`src/rtl/uart_fifo_loopback.sv`:
```
// rtl/uart_fifo_loopback.sv - UART receiver feeding a FIFO drained by a UART transmitter
//
// Purpose:
//   Deserialises frames arriving on i_rx, stores each good data word in a
//   DEPTH-entry FIFO, and re-serialises the stored words onto o_tx. Words with
//   a low stop bit are dropped (o_frame_err). Good words that meet a full FIFO
//   are dropped (o_overflow).
//
// Parameters:
//   BAUD_DIV   clock cycles per bit (>= 4)
//   DATA_BITS  data bits per frame (5..9), LSB first
//   STOP_BITS  stop bits generated by the transmitter (1 or 2)
//   DEPTH      FIFO entries (power of 2, >= 2)
//
// Ports:
//   i_clk         system clock
//   i_rst         asynchronous reset, active-high
//   i_rx          serial input, idle-high, asynchronous to i_clk
//   o_tx          serial output, idle-high, driven straight from a flop
//   o_level       FIFO occupancy, 0..DEPTH
//   o_overflow    one-cycle pulse: good word dropped, FIFO full
//   o_frame_err   one-cycle pulse: stop bit sampled low, word dropped
//   o_parity_err  one-cycle pulse: parity mismatch, word dropped (UART_PARITY_EN only)
//
// Build option:
//   UART_PARITY_EN  adds an even-parity bit between the last data bit and the
//                   stop bit on both directions, and the o_parity_err port.

module uart_fifo_loopback #(
  parameter int BAUD_DIV  = 104,
  parameter int DATA_BITS = 8,
  parameter int STOP_BITS = 1,
  parameter int DEPTH     = 16
) (
  input  logic                   i_clk,
  input  logic                   i_rst,
  input  logic                   i_rx,
  output logic                   o_tx,
  output logic [$clog2(DEPTH):0] o_level,
  output logic                   o_overflow,
  output logic                   o_frame_err
`ifdef UART_PARITY_EN
  ,
  output logic                   o_parity_err
`endif
);

  localparam int AW = $clog2(DEPTH);
  localparam int LW = AW + 1;
  localparam int CW = $clog2(STOP_BITS * BAUD_DIV);
  localparam int BW = $clog2(DATA_BITS);

  localparam logic [CW-1:0] C_HALF = CW'(BAUD_DIV / 2 - 1);
  localparam logic [CW-1:0] C_BIT  = CW'(BAUD_DIV - 1);
  localparam logic [CW-1:0] C_STOP = CW'(STOP_BITS * BAUD_DIV - 1);
  localparam logic [BW-1:0] B_LAST = BW'(DATA_BITS - 1);
  localparam logic [LW-1:0] L_FULL = LW'(DEPTH);

  // ------------------------------------------------------------------
  // Input synchroniser and start-edge detect
  // ------------------------------------------------------------------
  logic r_rx_meta;
  logic r_rx_s;
  logic r_rx_d;
  logic w_rx_fall;

  always_ff @(posedge i_clk or posedge i_rst) begin
    if (i_rst) begin
      r_rx_meta <= 1'b1;
      r_rx_s    <= 1'b1;
      r_rx_d    <= 1'b1;
    end else begin
      r_rx_meta <= i_rx;
      r_rx_s    <= r_rx_meta;
      r_rx_d    <= r_rx_s;
    end
  end

  assign w_rx_fall = r_rx_d & ~r_rx_s;

  // ------------------------------------------------------------------
  // Receiver FSM
  // ------------------------------------------------------------------
  typedef enum logic [2:0] {
    RX_IDLE,
    RX_START,
    RX_DATA,
`ifdef UART_PARITY_EN
    RX_PARITY,
`endif
    RX_STOP
  } rx_state_t;

  rx_state_t            r_rx_state, w_rx_state;
  logic [CW-1:0]        r_rx_cnt, w_rx_cnt;
  logic [BW-1:0]        r_rx_bit, w_rx_bit;
  logic [DATA_BITS-1:0] r_rx_sh, w_rx_sh;
  logic                 r_push_req, w_push_req;
  logic [DATA_BITS-1:0] r_push_data, w_push_data;
  logic                 r_frame_err, w_frame_err;
`ifdef UART_PARITY_EN
  logic                 r_rx_par_bad, w_rx_par_bad;
  logic                 r_parity_err, w_parity_err;
`endif

  always_ff @(posedge i_clk or posedge i_rst) begin
    if (i_rst) begin
      r_rx_state   <= RX_IDLE;
      r_rx_cnt     <= '0;
      r_rx_bit     <= '0;
      r_rx_sh      <= '0;
      r_push_req   <= 1'b0;
      r_push_data  <= '0;
      r_frame_err  <= 1'b0;
`ifdef UART_PARITY_EN
      r_rx_par_bad <= 1'b0;
      r_parity_err <= 1'b0;
`endif
    end else begin
      r_rx_state   <= w_rx_state;
      r_rx_cnt     <= w_rx_cnt;
      r_rx_bit     <= w_rx_bit;
      r_rx_sh      <= w_rx_sh;
      r_push_req   <= w_push_req;
      r_push_data  <= w_push_data;
      r_frame_err  <= w_frame_err;
`ifdef UART_PARITY_EN
      r_rx_par_bad <= w_rx_par_bad;
      r_parity_err <= w_parity_err;
`endif
    end
  end

  always_comb begin
    w_rx_state   = r_rx_state;
    w_rx_cnt     = r_rx_cnt + CW'(1);
    w_rx_bit     = r_rx_bit;
    w_rx_sh      = r_rx_sh;
    w_push_req   = 1'b0;
    w_push_data  = r_push_data;
    w_frame_err  = 1'b0;
`ifdef UART_PARITY_EN
    w_rx_par_bad = r_rx_par_bad;
    w_parity_err = 1'b0;
`endif
    case (r_rx_state)
      RX_IDLE: begin
        w_rx_cnt = '0;
        if (w_rx_fall) begin
          w_rx_state = RX_START;
          w_rx_bit   = '0;
        end
      end
      RX_START: begin
        // Mid-start-bit check filters out glitches shorter than half a bit.
        if (r_rx_cnt == C_HALF) begin
          w_rx_cnt   = '0;
          w_rx_state = r_rx_s ? RX_IDLE : RX_DATA;
        end
      end
      RX_DATA: begin
        if (r_rx_cnt == C_BIT) begin
          w_rx_cnt = '0;
          w_rx_sh  = {r_rx_s, r_rx_sh[DATA_BITS-1:1]};
          if (r_rx_bit == B_LAST) begin
`ifdef UART_PARITY_EN
            w_rx_state = RX_PARITY;
`else
            w_rx_state = RX_STOP;
`endif
          end else begin
            w_rx_bit = r_rx_bit + BW'(1);
          end
        end
      end
`ifdef UART_PARITY_EN
      RX_PARITY: begin
        if (r_rx_cnt == C_BIT) begin
          w_rx_cnt     = '0;
          w_rx_par_bad = r_rx_s ^ (^r_rx_sh);
          w_rx_state   = RX_STOP;
        end
      end
`endif
      RX_STOP: begin
        if (r_rx_cnt == C_BIT) begin
          w_rx_cnt   = '0;
          w_rx_state = RX_IDLE;
          if (!r_rx_s) begin
            // A bad stop bit outranks a parity mismatch.
            w_frame_err = 1'b1;
`ifdef UART_PARITY_EN
          end else if (r_rx_par_bad) begin
            w_parity_err = 1'b1;
`endif
          end else begin
            w_push_req  = 1'b1;
            w_push_data = r_rx_sh;
          end
        end
      end
      default: w_rx_state = RX_IDLE;
    endcase
  end

  // ------------------------------------------------------------------
  // FIFO
  // ------------------------------------------------------------------
  logic [DATA_BITS-1:0] r_mem [DEPTH];
  logic [AW-1:0]        r_wr_ptr;
  logic [AW-1:0]        r_rd_ptr;
  logic [LW-1:0]        r_level;
  logic                 r_overflow;
  logic                 w_pop;
  logic                 w_push_ok;
  logic [DATA_BITS-1:0] w_head;

  assign w_head = r_mem[r_rd_ptr];

  // A pop in the same cycle frees the slot the push is about to use.
  assign w_push_ok = r_push_req & ((r_level != L_FULL) | w_pop);

  always_ff @(posedge i_clk) begin
    if (w_push_ok) begin
      r_mem[r_wr_ptr] <= r_push_data;
    end
  end

  always_ff @(posedge i_clk or posedge i_rst) begin
    if (i_rst) begin
      r_wr_ptr   <= '0;
      r_rd_ptr   <= '0;
      r_level    <= '0;
      r_overflow <= 1'b0;
    end else begin
      r_overflow <= r_push_req & ~w_push_ok;
      if (w_push_ok) begin
        r_wr_ptr <= r_wr_ptr + AW'(1);
      end
      if (w_pop) begin
        r_rd_ptr <= r_rd_ptr + AW'(1);
      end
      case ({w_push_ok, w_pop})
        2'b10:   r_level <= r_level + LW'(1);
        2'b01:   r_level <= r_level - LW'(1);
        default: r_level <= r_level;
      endcase
    end
  end

  // ------------------------------------------------------------------
  // Transmitter FSM
  // ------------------------------------------------------------------
  typedef enum logic [2:0] {
    TX_IDLE,
    TX_START,
    TX_DATA,
`ifdef UART_PARITY_EN
    TX_PARITY,
`endif
    TX_STOP
  } tx_state_t;

  tx_state_t            r_tx_state, w_tx_state;
  logic [CW-1:0]        r_tx_cnt, w_tx_cnt;
  logic [BW-1:0]        r_tx_bit, w_tx_bit;
  logic [DATA_BITS-1:0] r_tx_sh, w_tx_sh;
  logic                 r_tx, w_tx;
`ifdef UART_PARITY_EN
  logic                 r_tx_par, w_tx_par;
`endif

  always_ff @(posedge i_clk or posedge i_rst) begin
    if (i_rst) begin
      r_tx_state <= TX_IDLE;
      r_tx_cnt   <= '0;
      r_tx_bit   <= '0;
      r_tx_sh    <= '0;
      r_tx       <= 1'b1;
`ifdef UART_PARITY_EN
      r_tx_par   <= 1'b0;
`endif
    end else begin
      r_tx_state <= w_tx_state;
      r_tx_cnt   <= w_tx_cnt;
      r_tx_bit   <= w_tx_bit;
      r_tx_sh    <= w_tx_sh;
      r_tx       <= w_tx;
`ifdef UART_PARITY_EN
      r_tx_par   <= w_tx_par;
`endif
    end
  end

  // w_tx is the line value for the next cycle, so o_tx comes straight from r_tx.
  always_comb begin
    w_tx_state = r_tx_state;
    w_tx_cnt   = r_tx_cnt + CW'(1);
    w_tx_bit   = r_tx_bit;
    w_tx_sh    = r_tx_sh;
    w_tx       = r_tx;
    w_pop      = 1'b0;
`ifdef UART_PARITY_EN
    w_tx_par   = r_tx_par;
`endif
    case (r_tx_state)
      TX_IDLE: begin
        w_tx_cnt = '0;
        w_tx     = 1'b1;
        w_pop    = (r_level != '0);
      end
      TX_START: begin
        if (r_tx_cnt == C_BIT) begin
          w_tx_cnt   = '0;
          w_tx_bit   = '0;
          w_tx_state = TX_DATA;
          w_tx       = r_tx_sh[0];
        end
      end
      TX_DATA: begin
        if (r_tx_cnt == C_BIT) begin
          w_tx_cnt = '0;
          if (r_tx_bit == B_LAST) begin
`ifdef UART_PARITY_EN
            w_tx_state = TX_PARITY;
            w_tx       = r_tx_par;
`else
            w_tx_state = TX_STOP;
            w_tx       = 1'b1;
`endif
          end else begin
            w_tx_bit = r_tx_bit + BW'(1);
            w_tx_sh  = r_tx_sh >> 1;
            w_tx     = r_tx_sh[1];
          end
        end
      end
`ifdef UART_PARITY_EN
      TX_PARITY: begin
        if (r_tx_cnt == C_BIT) begin
          w_tx_cnt   = '0;
          w_tx_state = TX_STOP;
          w_tx       = 1'b1;
        end
      end
`endif
      TX_STOP: begin
        if (r_tx_cnt == C_STOP) begin
          w_tx_cnt   = '0;
          w_tx_state = TX_IDLE;
          w_tx       = 1'b1;
          // Back-to-back frames: no idle cycle when a word is already waiting.
          w_pop      = (r_level != '0);
        end
      end
      default: w_tx_state = TX_IDLE;
    endcase

    if (w_pop) begin
      w_tx_cnt   = '0;
      w_tx_sh    = w_head;
      w_tx_state = TX_START;
      w_tx       = 1'b0;
`ifdef UART_PARITY_EN
      w_tx_par   = ^w_head;
`endif
    end
  end

  // ------------------------------------------------------------------
  // Outputs
  // ------------------------------------------------------------------
  assign o_tx        = r_tx;
  assign o_level     = r_level;
  assign o_overflow  = r_overflow;
  assign o_frame_err = r_frame_err;
`ifdef UART_PARITY_EN
  assign o_parity_err = r_parity_err;
`endif

endmodule

```
`config.mk`:
```
export PLATFORM = sky130hd
export DESIGN_NAME = uart_fifo_loopback
export DESIGN_NICKNAME = d
export VERILOG_FILES = /design/src/rtl/uart_fifo_loopback.sv
export SDC_FILE = /design/constraint.sdc
export NUM_CORES = 1
export LEC_CHECK = 0
export CAP_MARGIN = 5
export CORE_MARGIN = 2
export CORE_UTILIZATION = 56
export DETAILED_ROUTE_END_ITERATION = 8
export PLACE_DENSITY = 0.78
export RECOVER_POWER = 25
export SYNTH_ARGS = -nofsm -noshare
export SYNTH_HDL_FRONTEND = slang
export SYNTH_SLANG_ARGS = --single-unit
```
`constraint.sdc`:
```
create_clock -name i_clk -period 2.5 [get_ports i_clk]
set_input_delay 0.625 -clock i_clk [delete_from_list [all_inputs] [get_ports i_clk]]
set_output_delay 0.625 -clock i_clk [all_outputs]
set_load 0.02 [all_outputs]
```
# ---- Word-level counts from Yosys, hierarchy flattened
# Memory sizes are Yosys's and may differ from the RTL's.
# Index checks and enable logic that the tools add are counted.
dict set report word_totals {
  regBits 70
  latch_bits 0
  ramBits 128
  mem_bits_ro 0
  input_bits 3
  out_inout_bits 8
  wordCells 129
  mem_count 1
}
dict set report op_classes {
  add_sub_neg 8
  multipliers 0
  div 0
  order_cmp 0
  n_eq_ne 29
  n_shift 0
  n_mux 47
  n_bitwise 6
  n_reduce_logical 19
}
# memory words word_bits rd rd_ports_with_merged_regs write_ports line
set mem_list {}
lappend mem_list {r_mem 16 8 1 0 1 209} ;# logic [DATA_BITS-1:0] r_mem [DEPTH];
# operator n
set op_table {}
lappend op_table {{2-to-1 mux 3 bit} 15}
lappend op_table {{2-to-1 mux 8 bit} 4}
lappend op_table {{2-to-1 mux 7 bit} 4}
lappend op_table {{case mux 3 bit (4 select lines)} 2}
lappend op_table {{inequality test 2 bit (second input constant)} 11}
lappend op_table {{case mux 7 bit (3 select lines)} 1}
lappend op_table {{adder 7 x 1 -> 7 bit (second input constant)} 2}
lappend op_table {{equality test 7 bit (second input constant)} 2}
lappend op_table {{2-to-1 mux 1 bit} 14}
lappend op_table {{case mux 7 bit (2 select lines)} 1}
lappend op_table {{equality test 3 x 2 -> 1 bit (second input constant)} 4}
lappend op_table {{inequality test 3 bit (second input constant)} 4}
lappend op_table {{case mux 3 bit (2 select lines)} 2}
lappend op_table {{AND reduction 4 bit} 3}
lappend op_table {{case mux 5 bit (2 select lines)} 1}
lappend op_table {{AND reduction 5 bit} 2}
lappend op_table {{nonzero test 2 bit} 5}
lappend op_table {{nonzero test 5 bit} 2}
lappend op_table {{adder 4 x 1 -> 4 bit (second input constant)} 2}
lappend op_table {{equality test 7 x 6 -> 1 bit (second input constant)} 1}
lappend op_table {{adder 3 x 1 -> 3 bit (second input constant)} 2}
lappend op_table {{equality test 3 x 1 -> 1 bit (second input constant)} 2}
lappend op_table {{equality test 3 bit (second input constant)} 2}
lappend op_table {{logical NOT 3 bit} 2}
lappend op_table {{15 further kinds} 19}

# ---- Logic depth before layout (Yosys ltp)
dict set report depth {
  depth_word 7
  depth_mapped 10
  depth_no_buf 10
}

# ---- Worst setup path before layout
# Ideal clock, no wire load.
dict set report synth_path {
  path_kind {reg2reg}
  startpoint {reg r_tx_state[1]}
  endpoint {reg r_level[3] (netlist: o_level[3])}
  setup_ns 0.125
  arrival_ns 2.410
  required_time_ns 2.375
  path_slack_ns -0.035
  path_stages_with_launch 11
  cell_sequence {dfrtp_1 -> ha_1 -> and4bb_2 -> a21oi_1 -> or4_4 -> inv_1 -> ha_1 -> a21o_2 -> a21oi_1 -> xnor2_1 -> mux2_2}
}
dict set report synth_via {
  elab_chain_cells 6
  elab_cells_between_ends 9
  classes_between {3 x eq/ne; 2 x mux; 2 x bitwise; 2 x reduce/logical}
}
# item line
set synth_rtl {}
lappend synth_rtl {{start: declaration} 264} ;# tx_state_t r_tx_state, w_tx_state;
lappend synth_rtl {{start signal: assignment} 284} ;# r_tx_state <= w_tx_state;
lappend synth_rtl {{equality test 3 x 2 -> 1 bit or logical NOT 3 bit (tied branches)} 306} ;# case (r_tx_state)
lappend synth_rtl {{case mux 1 bit (2 select lines) (*)} 306}
lappend synth_rtl {{bitwise OR 1 bit} 221} ;# assign w_push_ok = r_push_req & ((r_level != L_FULL) | w_pop);
lappend synth_rtl {{bitwise AND 1 bit} 221}
lappend synth_rtl {{equality test 2 x 1 -> 1 bit or equality test 2 bit (tied branches)} 243} ;# case ({w_push_ok, w_pop})
lappend synth_rtl {{case mux 5 bit (2 select lines) or nonzero test 2 bit (tied branches)} n/a}
lappend synth_rtl {{end signal: assignment} 244} ;# 2'b10: r_level <= r_level + LW'(1);
lappend synth_rtl {{end signal: assignment} 245} ;# 2'b01: r_level <= r_level - LW'(1);
lappend synth_rtl {{end signal: assignment} 246} ;# default: r_level <= r_level;
lappend synth_rtl {{end: declaration} 212} ;# logic [LW-1:0] r_level;
# Every way passes the cells marked *; elsewhere a longest branch is shown, timed or not.
# A chain may end at the register's enable or synchronous reset.

# ---- Worst setup path after layout
dict set report layout_path {
  startpoint {reg r_tx_state[0]}
  endpoint {reg r_level[4] (netlist: o_level[4])}
}
# The elaborated chain is that of the path after synthesis.

==> run summary <==
OUTCOME
-------------------------------------------------------------------------------------------
Result of the run                                                              finished, violations left
Violations in the final reports                                                capacitance limit, slew limit, setup timing

PWR
-------------------------------------------------------------------------------------------
Worst voltage drop across the vdd grid                                           0.000493 V
Post-route total power                                                              6620 µW
Areal power density over the cells                                               684 mW/mm²
Static Leak                                                                      0.00325 µW

FINISH
-------------------------------------------------------------------------------------------
Cell Count, Final, Fillers Out                                                          762
Diodes inserted                                                                           0
Layout Area Growth over Synthesis                                                     16.6%
Fill cell count                                                                         922
Fraction of final layout cells sized beyond drive strength 1                          0.280
Final nets                                                                              589

DRT
-------------------------------------------------------------------------------------------
Vias per inst                                                                          5.98
Number of search-and-repair iterations in the first detailed-routing pass                 5
Overall via count from detail_route                                                    4556
Number of nets with antenna violations after detailed routing                             0
Drt total wl                                                                        16.4 mm
Routed length per instance                                                          21.6 µm
Remaining routing DRC violations                                                          0
Number of design-rule violations left by the first detailed-router iteration            445

STA
-------------------------------------------------------------------------------------------
Max Clk Rate                                                                        399 MHz
Final-report hold violation count                                                         0
Number of setup violations in the final report                                            1
Count of pins over their slew limit                                                      68
Smallest setup slack after layout                                                  -7.99 ps
Period utilisation layout                                                              1.00
Final worst clock skew                                                              6.87 ps
Min Tclk post-route                                                                 2510 ps
Headroom to the max-slew limit                                                     -0.00268
Slew at the pin closest to its max-slew limit                                       1500 ps
Setup repair after global routing missed its margin                                     yes

WORST SETUP PATH
-------------------------------------------------------------------------------------------
Critical R2R Launch                                                            r_tx_state[0]$_DFFE_PP0P_
CP Max Fanout                                                                             3
Kind of critical path                                                          flop to flop
Last element of the critical path                                              o_level[4]$_DFFE_PP0P_
Number of cells on the worst reg-to-reg path                                             10
Cell mode on critical path                                                          a21oi_2
Reg2reg end                                                                    o_level[4]$_DFFE_PP0P_
Startpoint type of the worst setup path                                                flop
Required time of the critical path                                                  2850 ps
Reg-to-reg setup timing slack                                                         -8 ps
Maximum single-stage delay on the critical path                                      530 ps
Cell breakdown of the critical path                                            ha_2 -> and4bb_2 -> a21oi_2 -> or4_4 -> inv_4 -> ha_4 -> a21o_1 -> a21oi_2 -> mux2i_1 -> xnor2_1
First element of the critical path                                             r_tx_state[0]$_DFFE_PP0P_
Data arrival time of the critical path                                              2860 ps
Crit. End Element                                                                      flop
Slowest stage cell, crit path                                                         or4_4

CLOCK TREE
-------------------------------------------------------------------------------------------
Inserted Clock Buffers                                                                   17
Maximum clock path buffer count                                                           2
CTS tree                                                                               done
Hold buffer count at cts                                                                  0
TritonCTS Sinks                                                                         196
Number of levels in the clock H-tree                                                      4
Later-pin clock latency in the skew report                                           430 ps
Root Buffer                                                                       clkbuf_16
Register clock-pin slew on the reported worst setup and hold paths                    70 ps

GLOBAL ROUTING
-------------------------------------------------------------------------------------------
Number of global-route vias before repair                                              4764
Maximum number of pins on one net before global-route repair                             69
Global-route wire length before repair                                              26.4 mm
Grt total ovfl                                                                            0
Overall track demand over capacity in global routing                                  0.221
Antenna violations before repair                                                          0

PLACED DESIGN
-------------------------------------------------------------------------------------------
Routability congestion estimate from global placement                                 0.832
Number of buffer cells added on primary ports                                            10
HPWL reported at the end of detailed placement                                      10.0 mm
Number of cells in the design after placement                                           727

FLOORPLAN
-------------------------------------------------------------------------------------------
FP Rows                                                                                  44
Core Area                                                                        0.0145 mm²
Initial core utilization                                                              0.573
Die ar.                                                                          0.0158 mm²
Width of the chip                                                                    126 µm
IO Pins                                                                                  11
Vertical extent of the die                                                           126 µm

YOSYS
-------------------------------------------------------------------------------------------
Portion of synthesized cell area occupied by the leading cell type                    0.463
Cell accounting for the most synthesized area                                      edfxtp_1
#FFs+latches synth                                                                      196
Main flop type after synthesis                                                     edfxtp_1
Syn nets                                                                                542
Seq/Total Area, Yosys                                                                 0.669
Synthesized instance count                                                              518
Top cells by area in the synthesized netlist                                   edfxtp_1, dfrtp_1, mux4_2
Post-synthesis average cell area                                                   16.0 µm²
Share of async-settable or async-resettable flops after synthesis                     0.347
Number of distinct library cells after synthesis                                         49
Netlist Area Pre-Place                                                          0.00830 mm²
Number of warnings printed during yosys synthesis                                         0
EDFF count, synth                                                                       128

MIN PATH
-------------------------------------------------------------------------------------------
Class of the most critical hold timing path                                    flop to flop

RUN
-------------------------------------------------------------------------------------------
Max_cap viols                                                                             1

worst max-delay path: cells and delay by family, from the launching register on:
kind                       cells  cell delay (ps)
and+or+nand+nor                2              790
adders and majority gates      2              400
DFF                            1              380
AOI/OAI and AO/OA              3              360
muxes                          1              260
xor gates and xnor gates       1              150
buffers and inverters          1              110
cell usage after synthesis, types with 5 or more instances:
cell / n
clkbuf_1: 11
o211ai_1: 7
mux2i_1: 19
nand3_1: 15
and2_1: 8
edfxtp_1: 128
xnor2_1: 15
nand2_1: 31
nor3b_1: 6
ha_1: 20
o21ai_0: 19
dfrtp_1: 64
nor2_1: 28
mux2_2: 31
a21oi_1: 7
nor3_1: 5
inv_1: 16
mux4_2: 32
buf_2: 6
layout by cell type (no fill, tap or decap), types with 5 or more instances in the layout:
cell type / n
xnor2_1: 15
nor2_1: 27
o21ai_0: 19
nand3_1: 15
buf_12: 8
buf_4: 30
and2_1: 8
o211ai_1: 7
mux4_2: 32
nand2_1: 30
clkdlybuf4s50_1: 8
dfrtp_1: 63
bufinv_16: 5
mux2_2: 30
inv_1: 14
ha_1: 16
mux2i_1: 19
clkbuf_16: 17
edfxtp_1: 128
what timing repair did:
| item | 4_1_cts | 5_1_grt |
|---|---|---|
| buffers inserted | 1 | 2 |
| pin swaps | 6 | 4 |
| hold endpoints to repair | 0 | 0 |
| resized for setup | 2 | 11 |
| endpoints found under the setup margin | 42 | 115 |
power breakdown:
part / switching (µW) / total, µW / internal [µW]
Combinational: 73.3 / 129 / 55.2
Sequential: 49.9 / 3520 / 3470
Clock: 1180 / 2980 / 1790
layer usage:
metal  wire (µm)  global-route usage  part of all wire
met5           0                   0                 0
met4         354              0.0817             0.022
met3         684              0.0438             0.042
met2        8590               0.374              0.52
met1        6810               0.287              0.41
worst min path at each step:
| stage | startpoint | end | slack (ps) | depth (start not counted) |
|---|---|---|---|---|
| finish | r_rx_meta$_DFF_PP1_ | r_rx_s$_DFF_PP1_ | 360 | 0 |
| global route | r_rx_meta$_DFF_PP1_ | r_rx_s$_DFF_PP1_ | 370 | 0 |
| CTS | r_rx_meta$_DFF_PP1_ | r_rx_s$_DFF_PP1_ | 360 | 0 |
| detailed placement | r_rx_meta$_DFF_PP1_ | r_rx_s$_DFF_PP1_ | 350 | 0 |
| global placement | r_rx_meta$_DFF_PP1_ | r_rx_s$_DFF_PP1_ | 350 | 0 |
| floorplan | r_rx_meta$_DFF_PP1_ | r_rx_s$_DFF_PP1_ | 350 | 0 |
layout make-up:
cell class / count / area (µm²) / share of cell area
flip-flops and latches: 196 / 5550 / 0.574
well taps: 184 / 230 / 0.0238
clock inverters: 14 / 224 / 0.0231
multi-input cells: 285 / 2690 / 0.278
repair buffers: 49 / 490 / 0.0507
inverters: 16 / 62.6 / 0.00647
clock buffers: 18 / 429 / 0.0444
through the flow:
stage	setup TNS, ps	utilization	hold slack (ps)	cell area, µm²	worst slack (ps)
after floorplan	0	-	345	8310	2.54
after global placement	0	0.617	345	8940	38.9
after detailed placement	-190	0.617	348	8940	-52.7
after CTS	-11.5	0.663	358	9600	-11.5
after global routing	-1470	0.668	370	9680	-128
final	-7.99	0.668	362	9680	-7.99
cells by family (layout without fill, tap and decap cells):
logic type | count (synthesis) | after routing | synth area share
buffers and inverters | 37 | 97 | 0.0185
AO/OA/AOI/OAI | 49 | 49 | 0.0380
AND/OR/NAND/NOR | 114 | 114 | 0.0700
adder cells (fa/ha/maj) | 21 | 21 | 0.0326
flip-flops | 196 | 196 | 0.669
XOR/XNOR | 19 | 19 | 0.0201
multiplexers | 82 | 82 | 0.152
registers in the layout, summed over array words and instances (netlist names), 4 cells and up:
register     flops
o_level          5
r_mem          128
r_push_data      8
r_rd_ptr         4
r_rx_cnt         7
r_rx_sh          8
r_tx_cnt         7
r_tx_sh          8
r_wr_ptr         4
No activity file was read; power rests on OpenSTA's default activity.
